## src/rtl/snake_game_ctrl_if.sv

```systemverilog
// Snake game controller bus.
// Groups the game control inputs (start, tick, direction request), the VGA
// pixel position and the game-state outputs (cell kind under the pixel,
// apple position, score, game-over flag).
//   master: drives controls and pixel position, observes game state
//   slave : the snake_game_ctrl core
interface snake_game_ctrl_if;
  logic       start;
  logic       tick;
  logic       dir_valid;
  logic [1:0] dir_in;
  logic [9:0] vga_xpos;
  logic [9:0] vga_ypos;
  logic [1:0] cube_kind;
  logic [5:0] apple_x;
  logic [5:0] apple_y;
  logic [7:0] score;
  logic       game_over;

  modport master (
    output start, tick, dir_valid, dir_in, vga_xpos, vga_ypos,
    input  cube_kind, apple_x, apple_y, score, game_over
  );

  modport slave (
    input  start, tick, dir_valid, dir_in, vga_xpos, vga_ypos,
    output cube_kind, apple_x, apple_y, score, game_over
  );
endinterface

```

## src/rtl/snake_game_ctrl.sv

```systemverilog
// Snake game controller on a 40x30 grid of 16x16 px cells.
// Ports:
//   clk   - system clock, all state on rising edge
//   rst_n - asynchronous active-low reset
//   bus   - snake_game_ctrl_if.slave:
//           start/tick/dir_valid/dir_in  game controls
//           vga_xpos/vga_ypos            current pixel
//           cube_kind                    cell kind under pixel, 1 clk later
//                                        (00 none, 01 head, 10 body, 11 wall)
//           apple_x/apple_y              apple cell
//           score                        apples eaten this game
//           game_over                    high while the snake is dead
// One move per accepted tick: RUN -> STEP (next head) -> UPDATE (collision,
// shift, grow) -> RUN, or -> PLACE (pick a new apple) -> RUN, or -> DEAD.
module snake_game_ctrl #(
  parameter int MAX_LEN  = 16,
  parameter int INIT_LEN = 3
) (
  input logic             clk,
  input logic             rst_n,
  snake_game_ctrl_if.slave bus
);

  localparam int LW = $clog2(MAX_LEN + 1);

  localparam logic [1:0] DIR_UP    = 2'b00;
  localparam logic [1:0] DIR_DOWN  = 2'b01;
  localparam logic [1:0] DIR_LEFT  = 2'b10;
  localparam logic [1:0] DIR_RIGHT = 2'b11;

  localparam logic [15:0] LFSR_SEED = 16'hACE1;

  typedef enum logic [2:0] {IDLE, RUN, STEP, UPDATE, PLACE, DEAD} state_t;

  // Initial snake: head at (20,15), body trailing to the left.
  function automatic logic [11:0] init_seg(input int idx);
    if (idx < 3) return {6'(20 - idx), 6'd15};
    else         return 12'd0;
  endfunction

  // Up/down and left/right share bit 1 and differ in bit 0.
  function automatic logic is_reverse(input logic [1:0] a, input logic [1:0] b);
    return (a[1] == b[1]) && (a[0] != b[0]);
  endfunction

  state_t      state_reg;
  logic [11:0] seg_reg [MAX_LEN];
  logic [LW-1:0] len_reg;
  logic [1:0]  dir_cmt_reg;
  logic [1:0]  dir_pend_reg;
  logic [11:0] nh_reg;
  logic [15:0] lfsr_reg;
  logic [5:0]  apple_x_reg;
  logic [5:0]  apple_y_reg;
  logic [7:0]  score_reg;
  logic        game_over_reg;
  logic [1:0]  cube_kind_reg;

  // ---------------------------------------------------------------- LFSR
  logic lfsr_fb;
  assign lfsr_fb = lfsr_reg[15] ^ lfsr_reg[13] ^ lfsr_reg[12] ^ lfsr_reg[10];

  always_ff @(posedge clk or negedge rst_n) begin
    if (!rst_n) lfsr_reg <= LFSR_SEED;
    else        lfsr_reg <= {lfsr_reg[14:0], lfsr_fb};
  end

  logic [5:0] cand_x;
  logic [5:0] cand_y;
  logic       cand_ok;
  assign cand_x  = lfsr_reg[5:0];
  assign cand_y  = {1'b0, lfsr_reg[12:8]};
  assign cand_ok = (cand_x >= 6'd1) && (cand_x <= 6'd38) &&
                   (cand_y >= 6'd1) && (cand_y <= 6'd28);

  // ------------------------------------------------------ next head / hits
  logic [5:0]  head_x;
  logic [5:0]  head_y;
  logic [11:0] head_next;
  assign head_x = seg_reg[0][11:6];
  assign head_y = seg_reg[0][5:0];

  always_comb begin
    head_next = seg_reg[0];
    case (dir_cmt_reg)
      DIR_UP:    head_next = {head_x, head_y - 6'd1};
      DIR_DOWN:  head_next = {head_x, head_y + 6'd1};
      DIR_LEFT:  head_next = {head_x - 6'd1, head_y};
      default:   head_next = {head_x + 6'd1, head_y};
    endcase
  end

  logic [5:0] nh_x;
  logic [5:0] nh_y;
  logic       wall_hit;
  logic       eat_hit;
  assign nh_x     = nh_reg[11:6];
  assign nh_y     = nh_reg[5:0];
  assign wall_hit = (nh_x == 6'd0) || (nh_x == 6'd39) || (nh_y == 6'd0) || (nh_y == 6'd29);
  assign eat_hit  = (nh_reg == {apple_x_reg, apple_y_reg});

  logic [5:0] pix_x;
  logic [5:0] pix_y;
  assign pix_x = bus.vga_xpos[9:4];
  assign pix_y = bus.vga_ypos[9:4];

  // body_hit_vec: the tail cell (index len-1) vacates during the move, so it
  // is excluded from self-collision.
  logic [MAX_LEN-1:0] body_hit_vec;
  logic [MAX_LEN-1:0] pix_hit_vec;
  generate
    for (genvar gi = 0; gi < MAX_LEN; gi++) begin : g_seg_cmp
      assign body_hit_vec[gi] = (LW'(gi + 1) < len_reg) && (seg_reg[gi] == nh_reg);
      assign pix_hit_vec[gi]  = (LW'(gi) < len_reg) && (seg_reg[gi] == {pix_x, pix_y});
    end
  endgenerate

  // Pending direction is checked against the direction that will be committed
  // at the coming STEP, so two quick requests can never produce a reversal.
  logic [1:0] dir_ref;
  assign dir_ref = (state_reg == RUN && bus.tick) ? dir_pend_reg : dir_cmt_reg;

  // ------------------------------------------------------------------ FSM
  always_ff @(posedge clk or negedge rst_n) begin
    if (!rst_n) begin
      state_reg     <= IDLE;
      for (int i = 0; i < MAX_LEN; i++) seg_reg[i] <= init_seg(i);
      len_reg       <= LW'(INIT_LEN);
      dir_cmt_reg   <= DIR_RIGHT;
      dir_pend_reg  <= DIR_RIGHT;
      nh_reg        <= 12'd0;
      apple_x_reg   <= 6'd30;
      apple_y_reg   <= 6'd15;
      score_reg     <= 8'd0;
      game_over_reg <= 1'b0;
    end else begin
      if (bus.dir_valid && !is_reverse(bus.dir_in, dir_ref))
        dir_pend_reg <= bus.dir_in;

      case (state_reg)
        IDLE: begin
          if (bus.start) state_reg <= RUN;
        end
        RUN: begin
          if (bus.tick) begin
            dir_cmt_reg <= dir_pend_reg;
            state_reg   <= STEP;
          end
        end
        STEP: begin
          nh_reg    <= head_next;
          state_reg <= UPDATE;
        end
        UPDATE: begin
          if (wall_hit || (|body_hit_vec)) begin
            game_over_reg <= 1'b1;
            state_reg     <= DEAD;
          end else begin
            for (int i = 1; i < MAX_LEN; i++) seg_reg[i] <= seg_reg[i-1];
            seg_reg[0] <= nh_reg;
            if (eat_hit) begin
              if (len_reg != LW'(MAX_LEN)) len_reg <= len_reg + LW'(1);
              if (score_reg != 8'hFF)      score_reg <= score_reg + 8'd1;
              state_reg <= PLACE;
            end else begin
              state_reg <= RUN;
            end
          end
        end
        PLACE: begin
          // Apple may land on the body; only the wall ring is excluded.
          if (cand_ok) begin
            apple_x_reg <= cand_x;
            apple_y_reg <= cand_y;
            state_reg   <= RUN;
          end
        end
        DEAD: begin
          if (bus.start) begin
            for (int i = 0; i < MAX_LEN; i++) seg_reg[i] <= init_seg(i);
            len_reg       <= LW'(INIT_LEN);
            dir_cmt_reg   <= DIR_RIGHT;
            dir_pend_reg  <= DIR_RIGHT;
            apple_x_reg   <= 6'd30;
            apple_y_reg   <= 6'd15;
            score_reg     <= 8'd0;
            game_over_reg <= 1'b0;
            state_reg     <= RUN;
          end
        end
        default: state_reg <= IDLE;
      endcase
    end
  end

  // ------------------------------------------------------------- display
  always_ff @(posedge clk or negedge rst_n) begin
    if (!rst_n) begin
      cube_kind_reg <= 2'b00;
    end else if (bus.vga_xpos >= 10'd640 || bus.vga_ypos >= 10'd480) begin
      cube_kind_reg <= 2'b00;
    end else if (pix_x == 6'd0 || pix_x == 6'd39 || pix_y == 6'd0 || pix_y == 6'd29) begin
      cube_kind_reg <= 2'b11;
    end else if (pix_hit_vec[0]) begin
      cube_kind_reg <= 2'b01;
    end else if (|pix_hit_vec[MAX_LEN-1:1]) begin
      cube_kind_reg <= 2'b10;
    end else begin
      cube_kind_reg <= 2'b00;
    end
  end

  assign bus.cube_kind = cube_kind_reg;
  assign bus.apple_x   = apple_x_reg;
  assign bus.apple_y   = apple_y_reg;
  assign bus.score     = score_reg;
  assign bus.game_over = game_over_reg;

endmodule

```

## src/flat_wrapper.sv

```systemverilog
// flat-port wrapper written by rule: the top's interface ports become plain ports
module snake_game_ctrl_flat 
#(
  parameter int MAX_LEN  = 16,
  parameter int INIT_LEN = 3
)
  (clk, rst_n, bus_start, bus_tick, bus_dir_valid, bus_dir_in, bus_vga_xpos, bus_vga_ypos, bus_cube_kind, bus_apple_x, bus_apple_y, bus_score, bus_game_over);
  snake_game_ctrl_if bus_i ();
  input logic clk;
  input logic rst_n;
  input wire logic [$bits(bus_i.start)-1:0] bus_start;
  input wire logic [$bits(bus_i.tick)-1:0] bus_tick;
  input wire logic [$bits(bus_i.dir_valid)-1:0] bus_dir_valid;
  input wire logic [$bits(bus_i.dir_in)-1:0] bus_dir_in;
  input wire logic [$bits(bus_i.vga_xpos)-1:0] bus_vga_xpos;
  input wire logic [$bits(bus_i.vga_ypos)-1:0] bus_vga_ypos;
  output wire logic [$bits(bus_i.cube_kind)-1:0] bus_cube_kind;
  output wire logic [$bits(bus_i.apple_x)-1:0] bus_apple_x;
  output wire logic [$bits(bus_i.apple_y)-1:0] bus_apple_y;
  output wire logic [$bits(bus_i.score)-1:0] bus_score;
  output wire logic [$bits(bus_i.game_over)-1:0] bus_game_over;
  assign bus_i.start = bus_start;
  assign bus_i.tick = bus_tick;
  assign bus_i.dir_valid = bus_dir_valid;
  assign bus_i.dir_in = bus_dir_in;
  assign bus_i.vga_xpos = bus_vga_xpos;
  assign bus_i.vga_ypos = bus_vga_ypos;
  assign bus_cube_kind = bus_i.cube_kind;
  assign bus_apple_x = bus_i.apple_x;
  assign bus_apple_y = bus_i.apple_y;
  assign bus_score = bus_i.score;
  assign bus_game_over = bus_i.game_over;
  snake_game_ctrl #(.MAX_LEN(MAX_LEN), .INIT_LEN(INIT_LEN)) u_core (.clk(clk), .rst_n(rst_n), .bus(bus_i));
endmodule
```

## config.mk

```make
export PLATFORM = sky130hd
export DESIGN_NAME = snake_game_ctrl_flat
export DESIGN_NICKNAME = d
export VERILOG_FILES = /design/src/rtl/snake_game_ctrl_if.sv /design/src/rtl/snake_game_ctrl.sv /design/src/flat_wrapper.sv
export SDC_FILE = /design/constraint.sdc
export NUM_CORES = 1
export LEC_CHECK = 0
export CORE_MARGIN = 2
export CORE_UTILIZATION = 40
export DETAILED_ROUTE_END_ITERATION = 8
export SYNTH_ARGS = -nofsm -noshare
export SYNTH_HDL_FRONTEND = slang
export SYNTH_SLANG_ARGS = --single-unit
export TNS_END_PERCENT = 10
```

## constraint.sdc

```tcl
create_clock -name clk -period 6.55 [get_ports clk]
set_input_delay 0.9825 -clock clk [delete_from_list [all_inputs] [get_ports clk]]
set_output_delay 0.9825 -clock clk [all_outputs]
set_load 0.03 [all_outputs]
```

# ---- Word-level counts from Yosys, hierarchy flattened
# Cells that the tools add are included.
dict set report totals {
  reg_bits 255
  in_bits 27
  output_inout_bits 23
  word_cells 222
}
dict set report op_classes {
  n_addsub 6
  magnitude_cmp 23
  n_eq_ne 57
  muxes 40
  bitwise_logic 3
  n_reduce_logical 66
}
# op n
set op_table {}
lappend op_table {{$eq A12 B12 Y1} 33}
lappend op_table {{$mux W192} 2}
lappend op_table {{$pmux W192 S2} 1}
lappend op_table {{$lt A4 B5 Y1 const A} 8}
lappend op_table {{$logic_and A1 B1 Y1} 38}
lappend op_table {{$pmux W12 S3} 1}
lappend op_table {{$mux W8} 4}
lappend op_table {{$logic_not A6 Y1} 4}
lappend op_table {{$mux W6} 4}
lappend op_table {{$pmux W6 S2} 2}
lappend op_table {{$lt A3 B5 Y1 const A} 4}
lappend op_table {{$mux W2} 10}
lappend op_table {{$mux W5} 4}
lappend op_table {{$pmux W8 S2} 1}
lappend op_table {{$reduce_or A16 Y1} 1}
lappend op_table {{$mux W3} 5}
lappend op_table {{$pmux W3 S5} 1}
lappend op_table {{$reduce_and A3 Y1} 5}
lappend op_table {{$reduce_or A15 Y1} 1}
lappend op_table {{$add A6 B1 Y6 const B} 2}
lappend op_table {{$eq A6 B5 Y1 const B} 2}
lappend op_table {{$eq A6 B6 Y1 const B} 2}
lappend op_table {{$ne A2 B1 Y1 const B} 6}
lappend op_table {{$sub A6 B1 Y6 const B} 2}
lappend op_table {{33 further kinds} 52}

# ---- Longest topological paths before layout
# Gate-level depths: netlist of run 1.
dict set report logic_depth {
  ltp_word 10
  mapped_depth 13
  mapped_depth_nobuf 11
}

# ---- Worst setup path after synthesis of run 1
# No wires, ideal clock.
dict set report synth_timing {
  path_kind {register -> register}
  startpoint {register u_core.dir_cmt_reg[1]}
  endpoint {register u_core.nh_reg[5]}
  arrival_time_ps 2671
  path_slack_ps 3742
  path_stages_with_launch 13
  n_path_buf 2
  period_less_slack_ps 2808
  path_cell_list {dfstp_2 clkbuf_1 buf_1 nand2b_1 ha_1 a21o_1 a21oi_1 o21bai_1 a21oi_1 xnor2_1 nor2_1 xnor2_1 a21oi_1}
}
dict set report synth_via {
  elab_chain_len 2
  word_cells_on_any_way 4
  classes_between {eq/ne (2); mux (1); reduce/logical (1)}
}
# element line_no
set synth_rtl {}
lappend synth_rtl {{start, declared} snake_game_ctrl.sv:49} ;# logic [1:0] dir_cmt_reg;
lappend synth_rtl {{start signal, assigned} snake_game_ctrl.sv:146} ;# dir_cmt_reg <= dir_pend_reg;
lappend synth_rtl {{$eq A2 B2 Y1 (tied with other cells)} snake_game_ctrl.sv:85} ;# case (dir_cmt_reg)
lappend synth_rtl {{$pmux W12 S3 *} snake_game_ctrl.sv:85}
lappend synth_rtl {{end signal, assigned} snake_game_ctrl.sv:151} ;# nh_reg <= head_next;
lappend synth_rtl {{end, declared} snake_game_ctrl.sv:51} ;# logic [11:0] nh_reg;
# Mark *: on every way between the ends. The rest lies on a longest branch, timed or not.
# A chain may end at the register's enable or synchronous reset.

# ---- Worst setup path after layout of run 1
dict set report layout_timing {
  startpoint {register u_core.nh_reg[7]}
  endpoint {register u_core.seg_reg[17] in the netlist's numbering}
}
dict set report layout_via {
  elab_chain_len 7
  word_cells_on_any_way 41
  classes_between {eq/ne (18); reduce/logical (23)}
}
# element line_no
set layout_rtl {}
lappend layout_rtl {{branches (longest 4 deep; another with $reduce_or A16 Y1)} n/a}
lappend layout_rtl {{$logic_or A1 B1 Y1 *} snake_game_ctrl.sv:155} ;# if (wall_hit || (|body_hit_vec)) begin
lappend layout_rtl {{$ne A2 B2 Y1 (no source line) *} n/a}
lappend layout_rtl {{$reduce_and A3 Y1 (no source line) *} n/a}
lappend layout_rtl {{end, declared} snake_game_ctrl.sv:47} ;# logic [11:0] seg_reg [MAX_LEN];
# Every way passes the cells marked *.

==> impl_metrics.yaml, run 1 <==
synth:
  syn-num-nets: 1873
  synth_top_area_share_pct: 30.9
  synth_area_leader_cell: "dfrtp_1"
  ys.flop_type: "dfrtp_1"
  postSynth.asyncResetShare_pct: 100
  ys_top_cells_by_area: "dfrtp_1 31%, mux2i_1 12%, xnor2_1 11%"
  synth_seq_cells: 254
  synth_edf_count: 0
  yosys_warnings: 0
  seq_area_frac_synth_pct: 37.1
  synthCells: 1833
  synth.distinct_cells: 67
  synth.avg_cell_area_um2: 9.42
  synthesis.area_mm2: 0.0173
timing:
  slew_viol_final: 0
  post-route-period-util_pct: 71.6
  skew_ns: 0.0182
  slew_headroom_pct: 22.4
  fin_tns_setup_ns: 0
  finalHoldViolCount: 0
  fmax_mhz: 213
  worst_pin_slew_ns: 1.16
  min_period_ns: 4.69
  setup_slack_ns: 1.86
  setup_violations: 0
  rsz0062_at_grt: "false"
global_routing:
  antenna_found_initial: 2
  grt_usage_pct: 24.5
  grt_pass1_wl_mm: 84.0
  grtUsageMet2_pct: 38.2
  grt_pass1_vias: 13800
  grt_overflow: 0
  grt_use_met3_pct: 4.57
  grt_max_degree: 152
  top_usage_layer: "met2"
  grt.met1_usage_pct: 33.3
finish:
  mostFrequentLayoutCells: "376 x nand2_1, 213 x dfrtp_1, 209 x xnor2_1"
  final_common_cell: "nand2_1"
  finalInstanceArea_mm2: 0.0188
  drive_above_1_share_pct: 8.69
  final_nets: 1861
  area_growth_pct: 8.78
  n_antenna_cell: 0
  largest_reg_flops: 180
  final_core_util_pct: 43.8
clocking:
  post-cts-setup-buffers: 0
  ctsResizeCount: 0
  cts_tree: "built"
  path_clk_slew_ns: 0.06
  holdBufCountCts: 0
  cts_buffers: 29
  htreeDepth: 1
  cts.path.max_buffers: 3
  clk_latency_ns: 0.59
  cts-root-buf: "clkbuf_16"
  cts.sinks: 254
worst_setup_path:
  reg2reg_from: "u_core.nh_reg[7]$_DFFE_PN0P_"
  endpoint: "u_core.seg_reg[17]$_DFFE_PN0P_"
  r2r_cells: 10
  r2r-end: "u_core.seg_reg[17]$_DFFE_PN0P_"
  reg2reg_slack_ns: 1.86
  crit_type: "register to register"
  crit_path_max_fanout: 127
  startpoint_type: "register"
  worstPathArrival_ns: 5.18
  required_ns: 7.04
  crit_start: "u_core.nh_reg[7]$_DFFE_PN0P_"
  end_kind: "register"
pwr:
  p_int_mw: 5.01
  comb_power_share_pct: 45.6
  seqPwrFrac_pct: 36.3
  powerDensity_mw_per_mm2: 481
  p_clk_share_pct: 18.0
  leakagePower_nw: 8.71
  power_mw: 9.04
  netSwitchingFraction_pct: 44.6
  netSwitchingPower_mw: 4.03
  vdd_drop_max_v: 0.000317
flow_run:
  cap_violations: 0
route:
  drt-wirelength-per-cell_um: 22.3
  dr.pass1.iters: 6
  num_vias: 13500
  routed_wl_mm: 54.2
  ant_nets: 0
  drc_errors: 0
  viasPerCell: 5.58
  drt_iter0_drc: 1346
place:
  portBuffers: 40
  place_hpwl_mm: 36.2
  placedInstanceArea_mm2: 0.0178
  gp_congestion: 0.976
  dp_slack_ns: 1.94
die:
  die_w_um: 212
  ios: 50
  fp.dieArea_mm2: 0.0449
  rows: 76
  die_h_um: 212
  initial_core_util_pct: 40.3
  core_region_area_mm2: 0.0429
min_path:
  hp-class: "register to register"
  whs_path_depth: 0
run_status:
  status: "completed"
critical path, cell delays in order (launching register included):
cell     delay, ns
dfrtp_1       0.94
buf_4         0.30
xnor2_1       0.16
nand4_1       0.12
nor4_1        0.55
a21oi_1       0.10
and4_1        0.31
and3_1        0.36
nand2_8       0.56
buf_12        0.73
mux2i_1       0.27
Yosys cell counts, types with 7 or more instances:
cell type / n
a211oi_1: 7
a21oi_1: 41
a41oi_1: 7
and3_1: 9
buf_1: 11
buf_12: 13
buf_2: 22
buf_6: 16
buf_8: 9
clkbuf_1: 57
dfrtp_1: 213
dfstp_2: 41
ha_1: 11
inv_1: 15
mux2i_1: 201
nand2_1: 378
nand3_1: 14
nand4_1: 69
nor2_1: 91
nor3_1: 10
nor4_1: 75
o21ai_0: 17
xnor2_1: 209
xor2_1: 204
power by group through the flow:
stage / clock, mW / sequential (mW) / combinational [mW]
after detailed placement: 0 / 3.28 / 4.08
after floorplan: 0 / 2.74 / 3.69
after CTS: 1.67 / 3.26 / 4.09
after global placement: 0 / 3.26 / 3.96
after global routing: 1.72 / 3.34 / 4.54
final: 1.63 / 3.28 / 4.12
layer usage:
| metal | wire, µm | vias to the layer above |
|---|---|---|
| met4 | 2480 | 2 |
| met2 | 24200 | 515 |
| li1 | - | 6161 |
| met3 | 4040 | 141 |
| met1 | 23500 | 6721 |
| met5 | 13 | - |
worst min path at each step:
stage,startpoint,to,slack [ns]
final,u_core.lfsr_reg[6]$_DFF_PN1_,u_core.lfsr_reg[7]$_DFF_PN1_,0.35
after global placement,u_core.lfsr_reg[14]$_DFF_PN0_,u_core.lfsr_reg[15]$_DFF_PN1_,0.34
after CTS,u_core.lfsr_reg[6]$_DFF_PN1_,u_core.lfsr_reg[7]$_DFF_PN1_,0.35
after detailed placement,u_core.lfsr_reg[14]$_DFF_PN0_,u_core.lfsr_reg[15]$_DFF_PN1_,0.34
after global routing,u_core.lfsr_reg[6]$_DFF_PN1_,u_core.lfsr_reg[7]$_DFF_PN1_,0.35
after floorplan,u_core.lfsr_reg[14]$_DFF_PN0_,u_core.lfsr_reg[15]$_DFF_PN1_,0.33
per-stage QoR:
step | hold WS [ns] | cells
2_1_floorplan | 0.333 | 1833
3_3_place_gp | 0.340 | 2375
3_5_place_dp | 0.343 | 2375
4_1_cts | 0.349 | 2427
5_1_grt | 0.354 | 2427
6_report | 0.347 | 2427
area by class of cell:
cell class,count,area (µm²)
Clock buffer,45,876
Clock inverter,7,66.3
Fill cell,4136,24100
Inverter,15,56.3
Multi-Input combinational cell,1430,9830
Sequential cell,254,6410
Tap cell,585,732
Timing Repair Buffer,91,813
logic make-up (layout without fill, tap and decap cells):
logic type                 after synthesis  count (layout)  synth area share (%)
adders and majority gates               13              13                  1.03
and+or+nand+nor                        688             688                  18.7
other                                    1               1                0.0217
DFF                                    254             254                  37.1
muxes                                  204             204                  11.8
xor gates and xnor gates               413             413                  20.9
buffers and inverters                  149             158                  6.04
AOI/OAI and AO/OA                      111             111                  4.30
Note: power is estimated with default switching activity, not from simulation.
==> run 2: changes to the inputs <==
==> constraint.sdc (replaced) <==
create_clock -name clk -period 4.54 [get_ports clk]
set_input_delay 0.681 -clock clk [delete_from_list [all_inputs] [get_ports clk]]
set_output_delay 0.681 -clock clk [all_outputs]
set_load 0.03 [all_outputs]
==> run 2 against run 1 <==
Against the previous run: clock skew increased by 0.011 ns; first-iteration DRC count increased by 1.2%; global-route usage increased by 0.45 points; worst hold slack got worse by 0.14 ns; routed wire length increased by 1.7%; clock power increased by 57%; highest routed layer unchanged.
==> impl_metrics.yaml, run 2 (synthesis gave the netlist of run 1 again) <==
clocking:
  cts.sinks: 254
  clk_latency_ns: 0.59
  ctsResizeCount: 0
  htreeDepth: 1
  cts.path.max_buffers: 3
  cts_buffers: 30
  cts_tree: "built"
  post-cts-setup-buffers: 0
  holdBufCountCts: 0
  path_clk_slew_ns: 0.06
  cts-root-buf: "clkbuf_16"
die:
  rows: 76
  die_h_um: 212
  ios: 50
  core_region_area_mm2: 0.0429
  initial_core_util_pct: 40.3
  die_w_um: 212
  fp.dieArea_mm2: 0.0449
worst_setup_path:
  startpoint_type: "register"
  r2r_cells: 10
  crit_type: "register to register"
  crit_slowest_cell: "dfrtp_1"
  crit_chain: "buf_4 > xnor2_1 > nand4_1 > nor4_1 > a21oi_1 > and4_1 > and3_1 > nand2_8 > buf_4 > mux2i_1"
  slowest_delay_ns: 1.02
  required_ns: 5.02
  end_kind: "register"
  worstPathArrival_ns: 4.25
  cp_common_cell: "buf_4"
  endpoint: "u_core.seg_reg[139]$_DFFE_PN0P_"
  cp_top_family: "simple AND/OR/NAND/NOR gates"
  crit_start: "u_core.nh_reg[5]$_DFFE_PN0P_"
  critPathBufInv: 2
  worst-path-stages: 10
  r2r-end: "u_core.seg_reg[139]$_DFFE_PN0P_"
  crit_path_max_fanout: 21
  reg2reg_from: "u_core.nh_reg[5]$_DFFE_PN0P_"
  reg2reg_slack_ns: 0.77
global_routing:
  grt_pass1_vias: 13700
  grt_max_degree: 185
  grt_overflow: 0
  antenna_found_initial: 1
  grt_usage_pct: 24.9
  grt_pass1_wl_mm: 85.6
timing:
  slew_headroom_pct: 19.5
  hold_ws_ns: 0.203
  rsz0062_at_grt: "false"
  min_period_ns: 3.77
  worst_pin_slew_ns: 1.21
  fin_tns_setup_ns: 0
  skew_ns: 0.0293
  setup_violations: 0
  post-route-period-util_pct: 83.1
  fmax_mhz: 265
  setup_slack_ns: 0.767
  slew_viol_final: 0
  finalHoldViolCount: 0
route:
  routed_wl_mm: 55.1
  ant_nets: 0
  drt-wirelength-per-cell_um: 22.5
  dr.pass1.iters: 5
  num_vias: 13800
  drt_iter0_drc: 1362
  drc_errors: 0
  viasPerCell: 5.64
place:
  gp_congestion: 0.937
  place_hpwl_mm: 37.3
  portBuffers: 40
  dp_slack_ns: 0.926
  placed_cells: 2398
finish:
  largest_reg_flops: 180
  final_nets: 1885
  mostFrequentLayoutCells: "376 x nand2_1, 212 x dfrtp_1, 209 x xnor2_1"
  drive_above_1_share_pct: 10.3
  n_antenna_cell: 0
  area_growth_pct: 11.1
  layoutNonFillerInstCount: 2454
  final_common_cell: "nand2_1"
pwr:
  power_mw: 13.4
  vdd_drop_max_v: 0.000419
  leakagePower_nw: 8.92
  powerDensity_mw_per_mm2: 698
run_status:
  status: "completed"
min_path:
  hp-class: "primary input to asynchronous set/reset pin"
flow_run:
  cap_violations: 0
-- run 2: where the power goes --
| part | total [mW] | switching (mW) | internal (mW) |
|---|---|---|---|
| registers | 4.76 | 1.65 | 3.11 |
| clock network | 2.56 | 1.04 | 1.52 |
| logic | 6.07 | 3.25 | 2.83 |
| total | 13.4 | 5.93 | 7.46 |
-- run 2: metal layers --
layer	track usage [%]	wire length, µm	vias to the layer above
met5	0	11	-
met4	7.04	1630	2
met3	3.86	4090	125
met2	39.0	24700	554
met1	35.7	24700	6949
li1	-	-	6209
-- run 2: how the worst min path moves through the flow --
stage	from	end	slack (ns)	depth (start not counted)
3_3_place_gp	u_core.lfsr_reg[14]$_DFF_PN0_	u_core.lfsr_reg[15]$_DFF_PN1_	0.34	0
5_1_grt	rst_n	u_core.seg_reg[21]$_DFFE_PN0P_	0.28	1
4_1_cts	rst_n	u_core.seg_reg[41]$_DFFE_PN0P_	0.25	1
2_1_floorplan	u_core.lfsr_reg[14]$_DFF_PN0_	u_core.lfsr_reg[15]$_DFF_PN1_	0.33	0
6_report	rst_n	u_core.seg_reg[21]$_DFFE_PN0P_	0.20	1
3_5_place_dp	u_core.lfsr_reg[14]$_DFF_PN0_	u_core.lfsr_reg[15]$_DFF_PN1_	0.35	0
-- run 2: stage by stage --
step / instance area [µm²] / utilization (%)
2_1_floorplan: 17300 / -
5_1_grt: 19200 / 44.7
6_report: 19200 / 44.7
4_1_cts: 19200 / 44.7
3_5_place_dp: 18100 / 42.3
3_3_place_gp: 18100 / 42.3
-- run 2: layout make-up --
| class | instances | area [µm²] |
|---|---|---|
| fillers | 4104 | 23700 |
| multi-input cells | 1430 | 9830 |
| flip-flops and latches | 254 | 6410 |
| repair buffers | 114 | 1100 |
| clock buffers | 37 | 827 |
| well taps | 585 | 732 |
| clock inverters | 19 | 221 |
| inverters | 15 | 56.3 |
